File: config.mk
export PLATFORM = sky130hd
export DESIGN_NAME = reset_sequencer
export DESIGN_NICKNAME = d
export VERILOG_FILES = /design/src/rtl/reset_sequencer.sv
export SDC_FILE = /design/constraint.sdc
export NUM_CORES = 1
export LEC_CHECK = 0
export ABC_AREA = 1
export BUFFER_PORTS_ARGS = -buffer_cell sky130_fd_sc_hd__clkbuf_2
export CAP_MARGIN = 30
export CORE_MARGIN = 5
export CORE_UTILIZATION = 50
export CTS_CLUSTER_SIZE = 12
export DETAILED_ROUTE_END_ITERATION = 12
export PLACE_DENSITY = 0.65
export SLEW_MARGIN = 0
export SYNTH_ARGS = -nofsm -noshare
export SYNTH_HDL_FRONTEND = slang
export SYNTH_SLANG_ARGS = --single-unit
File: constraint.sdc
create_clock -name clock -period 2.5 [get_ports clock]
set_clock_uncertainty 0.2 [all_clocks]
set_input_delay 0.5 -clock clock [delete_from_list [all_inputs] [get_ports clock]]
set_output_delay 0.5 -clock clock [all_outputs]
set_load 0.02 [all_outputs]
File: src/rtl/reset_sequencer.sv
// rtl/reset_sequencer.sv - staged reset release with round-robin soft-reset requests
module reset_sequencer #(
    parameter logic [31:0] STAGE_DELAY = 32'd25000000,
    parameter logic [31:0] SOFT_HOLD   = 32'd1000
) (
    input  logic       clock,
    input  logic       reset_n,
    input  logic [1:0] soft_req,
    output logic [1:0] soft_ack,
    output logic [2:0] stage_rst,
    output logic       ready,
    output logic       busy
);

    typedef enum logic [1:0] {HOLD, WAIT1, WAIT2, RUN} state_t;

    state_t      state, state_nx;
    logic [1:0]  sync;
    logic [31:0] count, count_nx;
    logic [31:0] limit;
    logic        count_done;
    logic        soft_len, soft_len_nx;
    logic [1:0]  arm, arm_nx;
    logic        last, last_nx;
    logic [2:0]  stage_nx;
    logic        ready_nx;
    logic [1:0]  ack_nx;
    logic [1:0]  cand;
    logic        grant_idx;

    // Assertion is asynchronous through the flop clears; release is delayed two edges.
    always_ff @(posedge clock or negedge reset_n) begin
        if (!reset_n) begin
            sync <= 2'b00;
        end else begin
            sync <= {sync[0], 1'b1};
        end
    end

    assign limit      = (state == HOLD) ? (soft_len ? SOFT_HOLD : STAGE_DELAY) : STAGE_DELAY;
    assign count_done = (count == limit - 32'd1);
    assign cand       = soft_req & arm;
    assign grant_idx  = (cand == 2'b11) ? ~last : cand[1];
    assign busy       = ~ready;

    always_comb begin
        state_nx    = state;
        count_nx    = count + 32'd1;
        soft_len_nx = soft_len;
        arm_nx      = arm | ~soft_req;
        last_nx     = last;
        stage_nx    = stage_rst;
        ready_nx    = ready;
        ack_nx      = 2'b00;

        case (state)
            HOLD: begin
                if (count_done) begin
                    stage_nx = 3'b110;
                    state_nx = WAIT1;
                    count_nx = 32'd0;
                end
            end
            WAIT1: begin
                if (count_done) begin
                    stage_nx = 3'b100;
                    state_nx = WAIT2;
                    count_nx = 32'd0;
                end
            end
            WAIT2: begin
                if (count_done) begin
                    stage_nx = 3'b000;
                    ready_nx = 1'b1;
                    state_nx = RUN;
                    count_nx = 32'd0;
                end
            end
            default: begin
                count_nx = 32'd0;
                if (cand != 2'b00) begin
                    ack_nx              = grant_idx ? 2'b10 : 2'b01;
                    stage_nx            = 3'b111;
                    ready_nx            = 1'b0;
                    state_nx            = HOLD;
                    soft_len_nx         = 1'b1;
                    last_nx             = grant_idx;
                    arm_nx[grant_idx]   = 1'b0;
                end
            end
        endcase

        // Synchronised reset still held: keep everything at its power-up values.
        if (!sync[1]) begin
            state_nx    = HOLD;
            count_nx    = 32'd0;
            soft_len_nx = 1'b0;
            arm_nx      = 2'b11;
            last_nx     = 1'b1;
            stage_nx    = 3'b111;
            ready_nx    = 1'b0;
            ack_nx      = 2'b00;
        end
    end

    always_ff @(posedge clock or negedge reset_n) begin
        if (!reset_n) begin
            state     <= HOLD;
            count     <= 32'd0;
            soft_len  <= 1'b0;
            arm       <= 2'b11;
            last      <= 1'b1;
            stage_rst <= 3'b111;
            ready     <= 1'b0;
            soft_ack  <= 2'b00;
        end else begin
            state     <= state_nx;
            count     <= count_nx;
            soft_len  <= soft_len_nx;
            arm       <= arm_nx;
            last      <= last_nx;
            stage_rst <= stage_nx;
            ready     <= ready_nx;
            soft_ack  <= ack_nx;
        end
    end

endmodule

Word-level counts from Yosys, hierarchy flattened

Index checks and enable logic that the tools add are counted.

Register bits: 46
Bits in latches: 0
Memory bits (writable): 0
ROM bits: 0
Input port bits: 4
Output and inout bits: 7
Word-level logic and storage cells: 77
Memories: 0

$add $sub $neg: 2
Multiply operators: 0
Div/mod/pow operators: 0
Magnitude comparators: 2
Eq/ne operators: 12
Shifts and indexed selects: 0
Muxes and demuxes: 37
Bitwise gates (word level): 7
Reduce and logical (&&, ||, !) cells: 8

Operators with widths:

| operator              | number |
|---|---|
| $mux 32               | 3 |
| $mux 25               | 2 |
| $add 32x1->32 const B | 1 |
| $eq 32x32->1          | 1 |
| $sub 25x1->26 const B | 1 |
| $mux 2                | 12 |
| $mux 3                | 5 |
| $mux 1                | 11 |
| $ne 3x3->1 const B    | 3 |
| $pmux 3 s3            | 1 |
| $pmux 2 s3            | 1 |
| $ne 5x1->1 const B    | 1 |
| $and 2x2->2           | 2 |
| $eq 2x2->1 const B    | 2 |
| $ne 2x2->1 const B    | 2 |
| $not 2->2             | 2 |
| $reduce_and 4->1      | 1 |
| $ne 3x1->1 const B    | 1 |
| $reduce_and 3->1      | 1 |
| $reduce_or 3->1       | 1 |
| $eq 2x1->1 const B    | 1 |
| $logic_not 2->1       | 1 |
| $lt 1x2->1 const B    | 1 |
| $ne 2x1->1 const B    | 1 |
| 9 further kinds       | 10 |

Longest topological paths before layout

Gate-level depths: netlist of the first run.

Depth after elaboration: 12
Mapped depth: 13
Gate-level depth less buffers: 13

Worst setup path before layout of the first run

OpenSTA, ideal clock, no wires.

Kind: reg-to-reg
From: register state[0]
To: register count[22]
Library setup time: 0.118 ns
Data arrival time: 1.568 ns
Required time: 2.182 ns
Path slack: 0.614 ns
Stages on the path, launching flop included: 13
Buffers on the path: 1
Clock period less this slack: 1.886 ns
Cell sequence: dfrtp_1 -> inv_1 -> ha_1 -> nand2_1 -> inv_1 -> nand2_1 -> nor2_1 -> nor2_1 -> nor2_1 -> nand2_2 -> nand3_4 -> buf_8 -> nor2_1

Longest elaborated chain between the ends: 7
Elaborated cells on any way between the ends: 10
Those cells by class: add/sub: 1; eq/ne: 3; mux: 4; reduce/logical: 2

Ends and longest elaborated chain:

| item                   | line       | source |
|---|---|---|
| start, declared        | 17         | `state_t state, state_nx;` |
| start signal, assigned | 117        | `state <= state_nx;` |
| $logic_not 2->1        | 40, 56     |  |
| $mux 25                | 40         | `assign limit = (state == HOLD) ? (soft_len ? SOFT_HOLD : STAGE_DELAY) : STAGE_DELAY;` |
| $sub 25x1->26          | 41         | `assign count_done = (count == limit - 32'd1);` |
| $eq 32x32->1           | 41         |  |
| $mux 32                | 58, 65, 72 |  |
| $mux 32 (*)            | --         |  |
| $mux 32 (*)            | 94         | `if (!sync[1]) begin` |
| named net count_nx[22] | 19         | `logic [31:0] count, count_nx;` |
| end signal, assigned   | 118        | `count <= count_nx;` |
| end, declared          | 19         |  |

Mark *: on every way through the listed nets, which the timed path passes. The rest lies on a longest branch.
A chain may end at the register's enable or synchronous reset.

Worst setup path in the final report of the first run

From: register state[1]
To: register count[23]

The elaborated chain is that of the path after synthesis.

==> reports/metrics.yaml, run 1 <==
global_routing:
  grt_pass1_vias: 2234
  grt_max_degree: 29
  grtUsageTotal: 0.187
  grt_first_pass_wirelength_um: 10500
  grt-ovfl-total: 0
  grt_antenna_before_repair: 0
logic_synthesis:
  synth_top_area_frac: 0.377
  synthCells: 346
  synth.distinct_cells: 32
  synth-main-ff-cell: "dfrtp_1"
  postSynthAreaPerCell_um2: 7.67
  ys_ff_latch: 46
  ys_warn_count: 0
  ys_seq_area_frac: 0.437
  syn_nets: 356
  synth_edf_count: 0
  netlist_area_um2: 2650
  synth_top_area_cell: "dfrtp_1"
  ys_top_cells_by_area: "dfrtp_1 38%, nand2_1 12%, nor2_1 11%"
  synthArstFlopShare: 1.00
layout:
  final.fill_count: 517
  diodes: 0
  area_delta_synth_final_pct: 8.87
  final_layout_size_suffix_gt1_frac: 0.113
  final_cell_mix: "82 x nand2_1, 78 x nor2_1, 40 x dfrtp_1, 29 x inv_1, 25 x nand3_1"
  layout_commonest_cell: "nand2_1"
  finalNetCount: 373
  fin_cells: 434
route:
  drcViolationCount: 0
  first_pass_iters: 4
  via_per_inst: 5.06
  wirelength_um: 5920
  drtIter0Drc: 141
  vias: 2195
  ant_nets: 0
  wl_per_cell_um: 13.6
cts:
  h-tree-depth: 2
  numCtsBuffers: 5
  cts_resized: 0
  cts_hold_buffers: 1
  clockBufferDepth: 2
  clk_pin_slew_ns: 0.09
  clk_latency_ns: 0.30
  cts_tree: "built"
  cts_sinks: 46
  cts_root_buffer: "clkbuf_8"
  postCtsSetupBuffers: 0
critical_path:
  timing_worst_setup_path_type: "flip-flop to flip-flop"
  critical_path_arrival_ns: 2.16
  crit_slowest_cell: "dfrtp_1"
  setup.worst_path.start_class: "flip-flop"
  cp_common_cell: "nand2_1"
  crit_fanout: 28
  r2r_slack_ns: 0.31
  crit_path_cell_trace: "inv_1, ha_1, nand2_1, inv_1, nand3_1, nand2_1, nand2_1, nor2_1, nand2_2, nand3_4, nor3_1"
  slowest_delay_ns: 0.45
  cp.required_ns: 2.48
  cp-end-kind: "flip-flop"
power:
  p_switching_uw: 559
  switching_share: 0.328
  seq_power_share: 0.508
  vdd_drop_max_mv: 0.350
  power.internal_uw: 1140
  pwr_density_cell_nw_per_um2: 589
  pwr-share-comb: 0.213
  clkPwrFrac: 0.279
  p_leak_uw: 0.00124
flow_run:
  drv_cap: 0
placed_design:
  numPortBuffers: 10
  gp_congestion: 0.921
  hpwl_um: 4640
  placed_cells: 425
status:
  outcome: "completed"
sta:
  setup_viol: 0
  final_hold_viol_count: 0
  rsz0062_at_grt: "no"
  setup_tns_ns: 0
  fmaxAchievable_mhz: 457
  post-route-min-period_ns: 2.19
  worst_pin_slew_ns: 0.561
  relSlewSlack: 0.626
  slew_violations: 0
  finalCritPeriodShare: 0.875
worst_hold_path:
  min_path_type: "primary input to flip-flop"
die:
  die_area_um2: 6860
  chipWidth_um: 82.8
  start_util: 0.516
  core-area_um2: 5140
  num_rows: 26
  fp.dieH_um: 82.8
  io_pins: 11
## sequential cells by signal, summed over array words and instances (netlist names)
| name | count |
|---|---|
| count | 32 |
| stage_rst | 3 |
| sync | 2 |
| last | 1 |
| arm | 2 |
| ready | 1 |
| soft_ack | 2 |
| state | 2 |
| soft_len | 1 |
## synthesized netlist by cell type, types with 3 or more instances
library cell and instances:
nand2_1 82, nor2_1 78, dfrtp_1 40, inv_1 29, nand3_1 25, nor3_1 17, xor2_1 17, nand4_1 7
dfstp_2 6, ha_1 6, xnor2_1 5, a21oi_1 4, nand2_2 3, nor2_2 3, o21ai_0 3
## through the flow
| step | hold slack [ns] | worst slack, ns | cell area [µm²] | util | power (µW) |
|---|---|---|---|---|---|
| 2_1_floorplan | 0.00441 | 0.614 | 2650 | - | 1150 |
| 3_3_place_gp | 0.131 | 0.442 | 2780 | 0.542 | 1230 |
| 3_5_place_dp | 0.141 | 0.324 | 2780 | 0.542 | 1240 |
| 4_1_cts | 0.140 | 0.300 | 2890 | 0.562 | 1730 |
| 5_1_grt | 0.134 | 0.0526 | 2890 | 0.562 | 1820 |
| 6_report | 0.155 | 0.313 | 2890 | 0.562 | 1700 |
## critical path, delay by kind of cell (launching register included)
family	cells	cell delay [ns]
adder cells (fa/ha/maj)	1	0.25
flip-flops	1	0.45
buffers and inverters	2	0.23
AND/OR/NAND/NOR	8	0.93
## power groups by stage
| stage | logic, µW | clock network, µW | registers (µW) |
|---|---|---|---|
| 2_1_floorplan | 236 | 0 | 910 |
| 3_3_place_gp | 360 | 0 | 874 |
| 3_5_place_dp | 365 | 0 | 879 |
| 4_1_cts | 369 | 496 | 864 |
| 5_1_grt | 419 | 528 | 875 |
| 6_report | 363 | 475 | 864 |
## area by class of cell
class / instances / area [µm²] / area share
clock inverters: 3 / 25.0 / 0.00867
well taps: 70 / 87.6 / 0.0303
repair buffers: 13 / 87.6 / 0.0303
inverters: 30 / 113 / 0.0390
flip-flops and latches: 46 / 1160 / 0.401
multi-input cells: 267 / 1350 / 0.467
clock buffers: 5 / 68.8 / 0.0238
## cells by family (layout without fill, tap and decap cells)
| family | Yosys count | in the layout | synth area share |
|---|---|---|---|
| and+or+nand+nor | 230 | 230 | 0.390 |
| DFF | 46 | 46 | 0.437 |
| buffers and inverters | 33 | 51 | 0.0552 |
| xor gates and xnor gates | 22 | 22 | 0.0726 |
| AOI/OAI and AO/OA | 8 | 8 | 0.0160 |
| adders and majority gates | 6 | 6 | 0.0283 |
| other | 1 | 1 | 0.00141 |
## routing by layer
layer  global-route usage  share of wire  routed length (µm)
met3               0.0446          0.052                 306
met5                    0              0                   0
met2                0.283           0.45                2640
met4               0.0713          0.016                  95
met1                0.260           0.49                2870
## worst paths after layout
path	start	cells after the start	to
setup reg to reg	state[1]	11	count[23]
min in group asynchronous	reset_n	2	count[21]
hold / removal	soft_req[0]	2	arm[0]
setup / recovery	state[1]	11	count[23]
max in group asynchronous	reset_n	3	arm[0]
hold reg to reg	sync[0]	0	sync[1]
Power figures use the tool's default switching activity.
==> inputs of run 2 (changes only) <==
ABC_AREA = 0   (was 1)
CORE_UTILIZATION = 60   (was 50)
PLACE_DENSITY = 0.76   (was 0.65)
==> run 2 against run 1 <==
  * Sequential power is 13% lower
  * Highest routed layer unchanged
  * Wire length decreased by 12%
  * Core utilization rose by 14 points
  * Via count down 10%
  * Combinational power shrank 87%
  * Largest cell class unchanged
  * Global-route usage increased by 3.2 points
  * Non-clock buffer count rose by 14
  * Clock-buffer cell count increased by 1
  * Cell count decreased by 26%
  * Worst hold slack got worse by 0.081 ns
  * Die area down 22%
  * First-iteration DRC count is 31% higher
==> reports/metrics.yaml, run 2 <==
global_routing:
  grt_antenna_before_repair: 0
  grt_pass1_vias: 1907
  grt-ovfl-total: 0
  grt_first_pass_wirelength_um: 9120
  grt_max_degree: 47
  grtUsageTotal: 0.220
critical_path:
  timing.rr.end: "state[0]"
  critical_path_arrival_ns: 2.51
  timing_worst_setup_path_type: "flip-flop to flip-flop"
  crit_start: "count[20]"
  setup.worst_path.start_class: "flip-flop"
  r2r_cells: 5
  cp-end-kind: "flip-flop"
  crit_fanout: 5
  r2r_slack_ns: 0.01
  worstReg2RegStart: "count[20]"
  cp.required_ns: 2.52
route:
  wirelength_um: 5220
  dr_wl_met2_um: 2490
  wl_met1_um: 2390
  ant_nets: 0
  drcViolationCount: 0
  dr.max_layer_used: "met4"
  first_pass_iters: 4
  drtIter0Drc: 185
  wl_per_cell_um: 16.2
  met3_length_um: 255
  vias: 1975
  via_per_inst: 6.11
cts:
  numCtsBuffers: 5
  clockBufferDepth: 2
  clk_pin_slew_ns: 0.08
  cts_root_buffer: "clkbuf_8"
  clk_latency_ns: 0.30
  cts_tree: "built"
  cts_sinks: 46
  h-tree-depth: 2
  cts_hold_buffers: 0
power:
  seq_power_share: 0.609
  p_switching_uw: 282
  pwr_density_cell_nw_per_um2: 451
  power.internal_uw: 958
  clkPwrFrac: 0.353
  pwr-share-comb: 0.038
  vdd_drop_max_mv: 0.283
  switching_share: 0.228
  p_leak_uw: 0.00121
logic_synthesis:
  synth_compound_area_frac: 0.0751
  synth_top_area_cell: "dfrtp_1"
  synthCells: 248
  synth_top_family_by_area: "simple AND/OR/NAND/NOR gates"
  synth_edf_count: 0
  synth-xor-area-share: 0.106
  ys_top_cells_by_area: "dfrtp_1 42%, dfstp_2 6.6%, xor2_1 6.6%"
  synth_top_area_frac: 0.417
  netlist_area_um2: 2400
  yosysMostFrequentCell: "dfrtp_1"
  synthSimpleGateAreaFrac: 0.269
  ys_ff_latch: 46
  synth-main-ff-cell: "dfrtp_1"
  ys_warn_count: 0
  synth.distinct_cells: 38
  synth_fa_ha_area_frac: 0.0313
  postSynthAreaPerCell_um2: 9.68
  yosys-top-cells-count: "40 x dfrtp_1, 37 x nor2_1, 20 x nand2_1, 18 x xor2_1, 12 x nand3_1"
  synthArstFlopShare: 1.00
  synth_mux_area_frac: 0
  ys_seq_area_frac: 0.483
  syn_nets: 258
sta:
  final_hold_viol_count: 0
  setup_viol: 0
  finalWorstSetupSlack_ns: 0.0124
  rsz0062_at_grt: "yes"
  finalCritPeriodShare: 0.995
  relSlewSlack: 0.619
  setup_tns_ns: 0
  fmaxAchievable_mhz: 402
  worst_pin_slew_ns: 0.571
  post-route-min-period_ns: 2.49
  slew_violations: 0
layout:
  final_layout_size_suffix_gt1_frac: 0.176
  reg_top3: "count: 32 flops, stage_rst: 3 flops"
  finalNetCount: 282
  area_delta_synth_final_pct: 14.5
  final_cell_mix: "40 x dfrtp_1, 37 x nor2_1, 20 x nand2_1, 18 x xor2_1, 16 x buf_4"
  layout_commonest_cell: "dfrtp_1"
  largest_reg_flops: 32
  largest-register: "count"
  diodes: 0
placed_design:
  numPortBuffers: 10
  hpwl_um: 3530
  place_ws_ns: -0.0412
  gp_congestion: 0.878
die:
  num_rows: 23
  core-area_um2: 3940
  die_area_um2: 5360
  io_pins: 11
  start_util: 0.609
  chipWidth_um: 73.2
  fp.dieH_um: 73.2
worst_hold_path:
  min_path_type: "primary input to asynchronous set/reset pin"
status:
  outcome: "completed"
flow_run:
  drv_cap: 0
==> run 2: routing by layer <==
layer,GRT usage,vias to the layer above
met2,0.327,54
met1,0.319,982
met4,0.0779,0
li1,-,929
met3,0.0427,10
met5,0,-
==> run 2: final cells by class <==
class	instances	area [µm²]
clock inverters	2	10.0
inverters	8	30.0
clock buffers	6	72.6
flip-flops and latches	46	1160
fillers	305	1190
well taps	50	62.6
repair buffers	27	190
multi-input cells	184	1220
==> run 2: cell families after synthesis <==
| family | Yosys count |
|---|---|
| AND/OR/NAND/NOR | 124 |
| flip-flops | 46 |
| XOR/XNOR | 29 |
| AO/OA/AOI/OAI | 23 |
| buffers and inverters | 19 |
| adder cells (fa/ha/maj) | 6 |
| other | 1 |
==> run 2: power by group through the flow <==
stage / sequential, µW / combinational (µW) / clock (µW)
after global routing: 757 / 54.0 / 483
final: 755 / 46.5 / 438
after floorplan: 767 / 21.4 / 0
after detailed placement: 770 / 47.1 / 0
after CTS: 755 / 47.4 / 452
after global placement: 769 / 46.4 / 0
==> run 2: how the worst max path moves through the flow <==
stage,depth (start not counted),to
final,5,state[0]
after global routing,6,count[13]
after CTS,6,count[5]
after detailed placement,5,state[1]
after global placement,5,state[1]
after floorplan,6,state[1]
==> run 2: repair_timing <==
item | 4_1_cts | 5_1_grt
buffers inserted | 0 | 0
pin swaps | 3 | 2
gates resized for setup | 6 | 6
cloned | 1 | 0
setup endpoints to repair | 1 | 38
==> run 2: critical path: stages, from the launching register on <==
cell and delay [ns]:
dfrtp_1 0.37, or4_1 0.51, or4_4 0.50, a22o_2 0.29, or3_1 0.38, a21oi_1 0.16
==> run 2: per-stage QoR <==
step	hold WS [ns]	utilization	total power, µW	cell area [µm²]	cells
after global placement	0.133	0.659	816	2600	314
after CTS	0.0897	0.692	1250	2730	323
final	0.0739	0.697	1240	2750	323
after detailed placement	0.135	0.659	817	2600	314
after global routing	0.119	0.697	1290	2750	323
after floorplan	0.00441	-	788	2400	248
